## config.mk

```make
export PLATFORM = sky130hd
export DESIGN_NAME = tick_pixel_sequencer
export DESIGN_NICKNAME = d
export VERILOG_FILES = /design/src/rtl/tick_pixel_sequencer.sv
export SDC_FILE = /design/constraint.sdc
export NUM_CORES = 1
export LEC_CHECK = 0
export BUFFER_PORTS_ARGS = -buffer_cell sky130_fd_sc_hd__buf_4
export CAP_MARGIN = 0
export CORE_MARGIN = 8
export CORE_UTILIZATION = 60
export CTS_BUF_LIST = sky130_fd_sc_hd__clkbuf_4
export DETAILED_ROUTE_END_ITERATION = 7
export PLACE_DENSITY = 0.87
export SETUP_SLACK_MARGIN = 0.05
export SYNTH_ARGS = -nofsm -noshare
export SYNTH_HDL_FRONTEND = slang
export SYNTH_SLANG_ARGS = --single-unit
```

## constraint.sdc

```tcl
create_clock -name clk -period 2.9 [get_ports clk]
set_input_delay 0.58 -clock clk [delete_from_list [all_inputs] [get_ports clk]]
set_output_delay 0.58 -clock clk [all_outputs]
set_load 0.02 [all_outputs]
```

## src/rtl/tick_pixel_sequencer.sv

```systemverilog
// tick_pixel_sequencer
// Walks an H_PIXELS x V_PIXELS raster one pixel per rate tick and emits a
// test-pattern colour for each coordinate. It supports single-frame or
// continuous operation, start/pause control and frame boundary strobes.
// All outputs are registered, so a pixel appears one cycle after its tick.

module tick_pixel_sequencer #(
   parameter int         H_PIXELS    = 8,
   parameter int         V_PIXELS    = 8,
   parameter logic [7:0] SOLID_COLOR = 8'hFF,
   parameter int         XW          = $clog2(H_PIXELS),
   parameter int         YW          = $clog2(V_PIXELS)
) (
   input  logic          clk,
   input  logic          nrst,
   input  logic          tick,
   input  logic          start,
   input  logic          pause_toggle,
   input  logic          continuous,
   input  logic [1:0]    pattern_sel,
   output logic [XW-1:0] x,
   output logic [YW-1:0] y,
   output logic [7:0]    pixel,
   output logic          pixel_valid,
   output logic          frame_start,
   output logic          frame_done,
   output logic          busy
);

   typedef enum logic [1:0] {
      S_IDLE  = 2'd0,
      S_RUN   = 2'd1,
      S_PAUSE = 2'd2,
      S_DONE  = 2'd3
   } state_t;

   // The counters wrap at the real raster edge, not at the counter width,
   // so that non-power-of-two sizes work.
   localparam logic [XW-1:0] X_LAST = XW'(H_PIXELS - 1);
   localparam logic [YW-1:0] Y_LAST = YW'(V_PIXELS - 1);

   state_t        state_q, state_d;
   logic [XW-1:0] cx_q, cx_d;
   logic [YW-1:0] cy_q, cy_d;
   logic [1:0]    pat_q, pat_d;
   logic [XW-1:0] x_q, x_d;
   logic [YW-1:0] y_q, y_d;
   logic [7:0]    pixel_q, pixel_d;
   logic          pixel_valid_q, pixel_valid_d;
   logic          frame_start_q, frame_start_d;
   logic          frame_done_q, frame_done_d;
   logic          busy_q, busy_d;

   logic          at_origin;
   logic          at_last;
   logic [1:0]    pat_now;

   // Gradients put the coordinate in the top bits so that the full colour
   // range is spanned whatever the raster size.
   function automatic logic [7:0] colour_of(input logic [1:0]    pat,
                                            input logic [XW-1:0] cx,
                                            input logic [YW-1:0] cy);
      logic [7:0] grad_x;
      logic [7:0] grad_y;
      logic [7:0] result;
      grad_x = '0;
      grad_y = '0;
      grad_x[7 -: XW] = cx;
      grad_y[7 -: YW] = cy;
      case (pat)
         2'd0:    result = (cx[0] ^ cy[0]) ? 8'hFF : 8'h00;
         2'd1:    result = grad_x;
         2'd2:    result = grad_y;
         default: result = SOLID_COLOR;
      endcase
      return result;
   endfunction

   // Position flags and the pattern in force for the pixel being emitted;
   // the frame's first pixel uses the live selector, which is then latched.
   always_comb begin
      at_origin = (cx_q == '0) && (cy_q == '0);
      at_last   = (cx_q == X_LAST) && (cy_q == Y_LAST);
      pat_now   = at_origin ? pattern_sel : pat_q;
   end

   // Next-state logic: state transitions, raster advance and output strobes.
   always_comb begin
      state_d       = state_q;
      cx_d          = cx_q;
      cy_d          = cy_q;
      pat_d         = pat_q;
      x_d           = x_q;
      y_d           = y_q;
      pixel_d       = pixel_q;
      pixel_valid_d = 1'b0;
      frame_start_d = 1'b0;
      frame_done_d  = 1'b0;

      case (state_q)
         S_IDLE, S_DONE: begin
            // A tick arriving together with start is dropped on purpose.
            if (start) begin
               state_d = S_RUN;
               cx_d    = '0;
               cy_d    = '0;
            end
         end

         S_RUN: begin
            // Pause has priority over a coincident tick; that tick is lost.
            if (pause_toggle) begin
               state_d = S_PAUSE;
            end else if (tick) begin
               x_d           = cx_q;
               y_d           = cy_q;
               pixel_d       = colour_of(pat_now, cx_q, cy_q);
               pixel_valid_d = 1'b1;
               frame_start_d = at_origin;
               frame_done_d  = at_last;
               if (at_origin) begin
                  pat_d = pattern_sel;
               end
               if (at_last) begin
                  cx_d = '0;
                  cy_d = '0;
                  if (!continuous) begin
                     state_d = S_DONE;
                  end
               end else if (cx_q == X_LAST) begin
                  cx_d = '0;
                  cy_d = cy_q + YW'(1);
               end else begin
                  cx_d = cx_q + XW'(1);
               end
            end
         end

         S_PAUSE: begin
            if (pause_toggle) begin
               state_d = S_RUN;
            end
         end

         default: begin
            state_d = S_IDLE;
         end
      endcase

      busy_d = (state_d == S_RUN) || (state_d == S_PAUSE);
   end

   // State, counters and registered outputs; reset clears everything at once.
   always_ff @(posedge clk or negedge nrst) begin
      if (!nrst) begin
         state_q       <= S_IDLE;
         cx_q          <= '0;
         cy_q          <= '0;
         pat_q         <= '0;
         x_q           <= '0;
         y_q           <= '0;
         pixel_q       <= '0;
         pixel_valid_q <= 1'b0;
         frame_start_q <= 1'b0;
         frame_done_q  <= 1'b0;
         busy_q        <= 1'b0;
      end else begin
         state_q       <= state_d;
         cx_q          <= cx_d;
         cy_q          <= cy_d;
         pat_q         <= pat_d;
         x_q           <= x_d;
         y_q           <= y_d;
         pixel_q       <= pixel_d;
         pixel_valid_q <= pixel_valid_d;
         frame_start_q <= frame_start_d;
         frame_done_q  <= frame_done_d;
         busy_q        <= busy_d;
      end
   end

   assign x           = x_q;
   assign y           = y_q;
   assign pixel       = pixel_q;
   assign pixel_valid = pixel_valid_q;
   assign frame_start = frame_start_q;
   assign frame_done  = frame_done_q;
   assign busy        = busy_q;

endmodule

```

==> results.md, run 1 <==
- Status: complete, no violations
- Final hold violation count: 0
- Core footprint: about 0.0020 mm^2
- Max Slew Vio Count: 0
- Setup repair bufs after CTS: 0
- Chip Height: around 62 um
- Mapped Cells: around 130
- Syn Nets: approximately 140
- Reg clk slew, reported paths: approximately 0.12 ns
- Initial Utilization: between 60% and 70%
- Overall routed net length: ~2400 um
- Async S/R FF share, synth: 100%
- I/O Pins: 26
- Tmin final: 2.21 ns
- Die ar.: around 0.0038 mm^2
- Vias per cell: between 5 and 6
- GPL Wtd Cong: approximately 0.83
- Die W: between 60 and 70 um
- Worst Setup SP: state_q[1]
- Syn Std Cell Area: 0.00127 mm^2
- Fillers: 138
- Diodes inserted: 0
- HPWL Detailed: between 1500 and 2000 um
- H-tree depth reported by CTS: 1
- Post-synthesis sequential area ratio: 47.2%
- Worst path arrival time: around 2.4 ns
- Yosys top cell area share: a little under half
- Leading area contributor after synthesis: dfrtp_1
- Gr ovfl total: 0
- Period utilisation layout: between 70% and 80%
- Post-CTS sizing: 0
- Max-cap violations: 0
- Pre-antenna DRT Iters: 4
- Worst-Skew Late Latency: 0.31 ns
- Synth Flop Type: dfrtp_1
- Unique masters post-synth: 32
- TritonCTS Buffers: 3
- Initial antenna violation count: 0
- Hold Buf Count CTS: 0
- Setup TNS: 0 ns
- DRC: 0
- Design Power: 1.74 mW
- Largest fanout on the critical path: 20
- FF-to-FF Start: state_q[1]
- CTS tree: built
- CP required: between 3 and 4 ns
- Syn-to-layout area delta: 16.4%
- Vias: between 900 and 1000
- Worst Max-Slew Pin Slew: 0.301 ns
- Number of flops mapped to enable cells by yosys: 0
- # setup viols final: 0
- Worst min path class: in -> async
- YS warnings: 0
- Seq cells post-synth: 24
- Synth top area cells: dfrtp_1 (47%), ha_1 (8.9%), nand2_1 (7.1%)
- R2R depth: 8
- WL/cell: around 13 um
- Setup CP Type: reg -> reg
- Max frequency: 453 MHz
- Static Leak: between 0.7 and 0.8 nW
- Tot GR Track Use: between 10 and 15%
- Number of global-route vias before repair: slightly above 900
- Syn avg cell area: about 10 um^2
- Num rows: 16
- Antenna viol nets, final: 0
- CTS max path bufs: 2
- Largest net degree at the start of global routing: 25
- Clk_skew: between 0.0015 and 0.002 ns
- Pwr dens: about 1200 mW/mm^2
- Clock sinks: 24
- RSZ-0062 raised after global routing: no
- Worst Setup End Kind: register
- DRT iter0 DRCs: 28
- Final #Nets: 168
- Critical Path Start Type: register
- Worst VDD drop: between 0.6 and 0.7 mV
- First-pass GRT wire length: approximately 4000 um
- IO Port Bufs: 25
- CTS root buf: clkbuf_4
- Slew margin rel.: 79.8%
- Layout cells sized above 1: 24.7%
worst max-delay path: stages, from the launching register on:
cell and delay [ns]:
dfrtp_1 0.42, inv_1 0.07, ha_1 0.32, nor2b_1 0.22
nand2_1 0.07, buf_4 0.19, a21o_1 0.23, a21oi_2 0.22
mux2_2 0.36
cells by family (layout without fill, tap and decap cells):
group                    Yosys count  after routing  synth area share [%]
AND/OR/NAND/NOR                   40             40                  15.2
AO/OA/AOI/OAI                     25             25                  11.5
flip-flops                        24             24                  47.2
buffers and inverters             18             41                  6.89
adder cells (fa/ha/maj)            9              9                  8.86
multiplexers                       9              9                  8.96
XOR/XNOR                           2              2                  1.38
area by class of cell:
cell class,instances,area (um^2),share of cell area (%)
repair buffers,26,195,13.2
clock inverters,1,3.75,0.254
inverters,11,41.3,2.79
clock buffers,3,22.5,1.52
multi-input cells,85,583,39.4
flip-flops and latches,24,601,40.6
well taps,27,33.8,2.28
cells in the final DEF, fill, tap and decap left out, drive strengths merged:
cell type / netlist / routed
a31o: 1 / 1
mux2: 6 / 6
dfrtp: 24 / 24
nand2b: 2 / 2
o22ai: 2 / 2
a21oi: 3 / 3
and3: 1 / 1
a31oi: 1 / 1
a21o: 1 / 1
and4bb: 1 / 1
xor2: 2 / 2
nor2: 3 / 3
o21a: 1 / 1
nand2: 24 / 24
ha: 9 / 9
nor3b: 2 / 2
inv: 11 / 11
clkbuf: 1 / 3
a211oi: 1 / 1
nand3: 4 / 4
mux2i: 3 / 3
clkinv: 0 / 1
nor2b: 2 / 2
a22oi: 1 / 1
o21ai: 14 / 14
nand4b: 1 / 1
buf: 6 / 26
power breakdown:
part	internal (mW)	leakage, nW	switching [mW]
clock	0.0504	0.0154	0.0946
sequential	0.474	0.314	0.112
combinational	0.461	0.432	0.552
flip-flops by register name (all words and copies together), names as in the netlist, 2 cells and up:
register	flops
cx_q	3
state_q	2
x	3
cy_q	3
y	3
pat_q	2
pixel	4
per-layer routing:
layer | vias up | GRT usage, % | share of wire [%]
met1 | 430 | 17.2 | 44
met3 | 2 | 2.88 | 7.4
met2 | 24 | 23.3 | 48
met4 | 0 | 5.52 | 1.3
li1 | 473 | - | -
met5 | - | 0 | 0
path summary, 6_finish.rpt:
kind / slack (ns) / end
max in group asynchronous: 2.53 / pixel[6]
setup / recovery: 0.69 / cy_q[2]
setup reg to reg: 0.69 / cy_q[2]
min in group clk: 0.49 / y[2]
hold / removal: 0.13 / y[1]
hold reg to reg: 0.49 / y[2]
through the flow:
step / utilization [%] / setup WS [ns] / cells / area (um^2) / hold WS [ns]
global route: 74.7 / 0.528 / 177 / 1480 / 0.127
finish: 74.7 / 0.694 / 177 / 1480 / 0.133
global placement: 73.4 / 0.784 / 173 / 1450 / 0.464
detailed placement: 73.4 / 0.728 / 173 / 1450 / 0.468
floorplan: - / 1.03 / 127 / 1270 / 0.284
CTS: 74.7 / 0.696 / 177 / 1480 / 0.133
cell usage after synthesis (2+ instances only):
master	n
nand3_1	4
mux2i_1	2
ha_1	9
dfrtp_1	24
nor3b_1	2
o21ai_1	3
nand2_1	24
o21ai_0	11
nor2b_1	2
a21oi_1	2
mux2_2	3
xor2_1	2
o22ai_1	2
inv_1	11
nor2_1	3
buf_4	5
mux2_1	2
nand2b_1	2
(Power assumes the default switching activity.)
==> run 2: changes to the inputs <==
CORE_UTILIZATION = 50   (was 60)
PLACE_DENSITY = 0.78   (was 0.87)
clock period = 1.8 ns   (was 2.9 ns; I/O delays follow)
==> run 2 against run 1 <==
Against the previous run: worst setup slack lost 0.81 ns; largest power group unchanged; die area is 15% higher; via count grew 21%; clock-buffer cell count unchanged; sequential power increased by 59%; critical path type unchanged; fmax grew 15%; clock skew up 0.014 ns; the run now ends with negative setup slack left; wire length rose by 51%; cell area up 29%; core utilization grew 3.0 points; highest routed layer unchanged; critical endpoint is now pixel[4].
==> results.md, run 2 (synthesized netlist as in run 1, its figures left out) <==
- Diodes inserted: 0
- GR met3 Demand/Resource: about 2.0%
- Chip Height: approximately 66 um
- HPWL Detailed: ~2200 um
- Met1 usage: 17.2%
- Setup CP Type: reg -> reg
- DRT iter0 DRCs: 54
- WL/cell: approximately 17 um
- Worst min path class: in -> reg
- Overall routed net length: around 3600 um
- IO Port Bufs: 25
- Finished Layout Cells: about 210
- Initial antenna violation count: 0
- Max Slew Vio Count: 0
- Die W: between 60 and 70 um
- Pre-antenna DRT Iters: 4
- Worst path arrival time: 2.20 ns
- Reg clk slew, reported paths: approximately 0.15 ns
- Critical Path Start Type: register
- Max-cap violations: 0
- Setup slack after layout: -0.118 ns
- Number of global-route vias before repair: about 1100
- Commonest non-fill, non-tap cells in the layout: buf_4 (50), nand2_1 (23), dfrtp_1 (23), o21ai_0 (9), ha_4 (7)
- Pwr dens: ~2100 mW/mm^2
- Most common cell after layout, fill and taps aside: buf_4
- Failing checks: negative setup slack
- Final hold violation count: 0
- Worst-Skew Late Latency: 0.34 ns
- Register area: between 600 and 700 um^2
- Worst VDD drop: about 1.4 mV
- Worst Setup End Kind: register
- Antenna viol nets, final: 0
- Dpl ws: -0.0855 ns
- Die ar.: between 0.004 and 0.005 mm^2
- Final hold slack: roughly 0.28 ns
- Core footprint: 0.00245 mm^2
- Setup TNS: -0.348 ns
- TritonCTS Buffers: 3
- Tmin final: 1.92 ns
- I/O Pins: 26
- CP required: 2.08 ns
- Clock sinks: 24
- Max frequency: about 520 MHz
- Largest net degree at the start of global routing: 25
- Vias per cell: ~5.4
- CTS tree: built
- Design Power: 4.02 mW
- Static Leak: approximately 0.94 nW
- Max reg flops: 4
- Num rows: 18
- Multi-input logic area: between 700 and 800 um^2
- Initial Utilization: around half
- Syn-to-layout area delta: 50.0%
- Layout cells sized above 1: between 50% and 60%
- Slew margin rel.: between 70% and 80%
- Inst Count DP: approximately 190
- Period utilisation layout: 107%
- GPL Wtd Cong: a little under 0.9
- Worst Max-Slew Pin Slew: roughly 0.35 ns
- GRT Max-Usage Layer: met2
- Status: finished with violations
- Final #Nets: between 150 and 200
- First-pass GRT wire length: between 5000 and 6000 um
- Vias: 1125
- Gr ovfl total: 0
- Tot GR Track Use: between 10 and 15%
- RSZ-0062 raised after global routing: yes
- Largest fanout on the critical path: 4
- M2 GR Usage: a little over a quarter
- # setup viols final: 6
- CTS root buf: clkbuf_4
- Clk_skew: about 0.016 ns
- CTS max path bufs: 2
- Fillers: 160
- H-tree depth reported by CTS: 1
- DRC: 0
==> run 2: cell type report <==
class | count | area share (%)
sequential | 24 | 31.6
timing repair buffer | 54 | 22.0
inverter | 11 | 2.30
clock inverter | 1 | 1.57
tap | 30 | 1.97
multi-input combinational | 85 | 39.4
clock buffer | 3 | 1.18
==> run 2: stage by stage <==
stage | utilization [%] | area [um^2]
after floorplan | - | 1290
after global placement | 65.0 | 1600
after detailed placement | 65.0 | 1600
after CTS | 70.9 | 1740
after global routing | 77.7 | 1910
final | 77.7 | 1910
==> run 2: worst paths after layout <==
path                            slack (ns)           start         end  depth (start not counted)
min in group asynchronous             0.44            nrst        x[0]                          2
max in group asynchronous             1.09            nrst  state_q[0]                          2
worst max-delay path                 -0.12         cy_q[1]    pixel[4]                          8
worst min register to register        0.49            x[2]        x[2]                          2
worst max register to register       -0.12         cy_q[1]    pixel[4]                          8
worst min-delay path                  0.28  pattern_sel[1]    pat_q[1]                          2
==> run 2: repair_timing <==
action | in CTS | in global routing
gates resized for setup | 12 | 25
pin swaps | 4 | 8
buffers inserted | 4 | 7
hold buffers | 1 | 0
endpoints found under the setup margin | 9 | 10
hold endpoints to repair | 24 | 0
==> run 2: where the power goes <==
part           total [mW]  switching (mW)  internal, mW
clock               0.402           0.176         0.226
sequential          0.931           0.166         0.765
combinational        2.69            1.31          1.38
==> run 2: layer usage <==
metal | share of wire, % | routed length [um]
met5 | 0 | 0
met1 | 39 | 1390
met2 | 54 | 1930
met4 | 1.7 | 61
met3 | 6.0 | 216
==> run 2: worst max-delay path, stage by stage, from the launching register on <==
cell      delay [ns]
dfrtp_1         0.42
inv_2           0.09
ha_4            0.14
and4bb_4        0.30
mux2i_4         0.33
buf_6           0.16
nand2_2         0.04
mux2_4          0.27
o21ai_2         0.11
==> run 3: changes to the inputs <==
SLEW_MARGIN = 20   (was not set)
clock period = 1.73 ns   (was 1.8 ns; I/O delays follow)
==> run 3 against run 2 <==
Against the previous run: the flow still finishes with violations (negative setup slack); hold slack got worse by 0.011 ns; register-to-register slack about the same; sequential cell count did not move; non-clock buffer count increased by 6; sequential share of layout area down 0.066 points; worst setup slack better by 0.011 ns; cell area stayed put.
==> results.md, run 3 (synthesized netlist as in run 1, its figures left out) <==
- CP required: around 2.0 ns
- Tmin final: between 1.5 and 2 ns
- Number of global-route vias before repair: 1179
- Multi-input logic area: 737 um^2
- Most common cell after layout, fill and taps aside: buf_4
- HPWL Detailed: around 2300 um
- Placement Cell Area: 0.00163 mm^2
- Period utilisation layout: 106%
- Status: finished with violations
- Clock sinks: 24
- Diodes inserted: 0
- Syn-to-layout area delta: 50.0%
- Setup CP Type: reg -> reg
- H-tree depth reported by CTS: 1
- First-pass GRT wire length: between 5000 and 6000 um
- Worst Max-Slew Pin Slew: around 0.31 ns
- Switching Share: between 40% and 50%
- Slew margin rel.: about four fifths
- Sequential share of power: 23.7%
- Clk_skew: 0.00808 ns
- Chip Height: approximately 66 um
- Initial Utilization: approximately 52%
- Pwr dens: 2120 mW/mm^2
- Overall routed net length: 3460 um
- Clk pwr share: about 6.3%
- # setup viols final: 4
- Largest net degree at the start of global routing: 25
- Die ar.: about 0.0044 mm^2
- Max-cap violations: 0
- CTS root buf: clkbuf_4
- Register area: between 600 and 700 um^2
- Worst-Skew Late Latency: 0.33 ns
- Setup TNS: -0.297 ns
- Critical path cell sequence: inv_2 -> ha_4 -> and4bb_4 -> mux2i_4 -> buf_6 -> nand2_1 -> mux2_2 -> o21ai_2
- Tot GR Track Use: 16.2%
- Top Family by Delay on Critical Path: multiplexers
- Max frequency: approximately 540 MHz
- Vias: 1136
- WL/cell: between 15 and 20 um
- Layout cells sized above 1: around 53%
- Critical Path Start Type: register
- Max stage delay on crit path: approximately 0.42 ns
- IO Port Bufs: 25
- GPL Wtd Cong: 0.861
- Gr ovfl total: 0
- Setup slack after layout: -0.106 ns
- Internal: about 2.4 mW
- Final hold violation count: 0
- Max Slew Vio Count: 0
- Logic pwr share: a little over two thirds
- Failing checks: negative setup slack
- DRC: 0
- Dpl ws: -0.145 ns
- Pre-antenna DRT Iters: 4
- Design Power: approximately 4 mW
- Num rows: 18
- Final Cell Area: ~0.0019 mm^2
- Switching power: 1.68 mW
- DRT iter0 DRCs: 46
- I/O Pins: 26
- RSZ-0062 raised after global routing: yes
- Fillers: 158
- Commonest non-fill, non-tap cells in the layout: buf_4 (56), dfrtp_1 (24), nand2_1 (23), o21ai_0 (9), inv_1 (6)
- Static Leak: approximately 0.96 nW
- Largest fanout on the critical path: 3
- Antenna viol nets, final: 0
- Worst path arrival time: ~2.1 ns
- TritonCTS Buffers: 3
- CTS max path bufs: 2
- Vias per cell: between 5 and 6
- Worst VDD drop: 1.39 mV
- CTS tree: built
- Final #Nets: roughly 200
- Max reg flops: 4
- Die W: approximately 66 um
- Worst Setup End Kind: register
- Buf/Inv on CP: 2
- Reg clk slew, reported paths: roughly 0.13 ns
- CP max-delay cell: dfrtp_1
- Worst min path class: in -> reg
- Core footprint: ~0.0025 mm^2
- Final hold slack: 0.272 ns
- Initial antenna violation count: 0
[run 3: worst paths after layout]
kind                                      from        to  slack [ns]  cells past startpoint
min in group asynchronous                 nrst  pixel[7]        0.43                      2
worst min-delay path            pattern_sel[1]  pat_q[1]        0.27                      2
max in group asynchronous                 nrst   cy_q[0]        1.06                      2
worst min register to register            y[2]      y[2]        0.49                      2
worst max-delay path                   cy_q[1]  pixel[4]       -0.11                      8
worst max register to register         cy_q[1]  pixel[4]       -0.11                      8
[run 3: power groups by stage]
stage	Sequential, mW	Clock, mW	Combinational (mW)
after floorplan	1.12	0	1.22
after global placement	0.940	0	2.07
after detailed placement	0.958	0	2.17
after CTS	0.942	0.258	2.52
after global routing	0.979	0.295	3.04
final	0.956	0.253	2.83
[run 3: per-stage QoR]
stage                     util, %  cells
after global routing         77.7    214
after CTS                    74.0    209
after detailed placement     66.3    196
after global placement       66.3    196
after floorplan                 -    127
final                        77.7    214
[run 3: cell type report]
class	count	area share [%]
inverter	11	2.17
clock inverter	1	0.197
tap	30	1.97
clock buffer	3	1.18
sequential	24	31.5
timing repair buffer	60	24.3
multi-input combinational	85	38.6
[run 3: layer usage]
metal | track usage [%] | vias up | routed length (um)
li1 | - | 540 | -
met1 | 16.8 | 547 | 1310
met3 | 4.58 | 9 | 254
met4 | 8.80 | 0 | 91
met5 | 0 | - | 0
met2 | 28.6 | 40 | 1800
[run 3: timing repair]
action,4_1_cts,5_1_grt
endpoints found under the hold margin,24,0
setup buffers,8,5
hold buffers,1,0
resized for setup,21,13
pin swaps,8,9
endpoints found under the setup margin,9,11
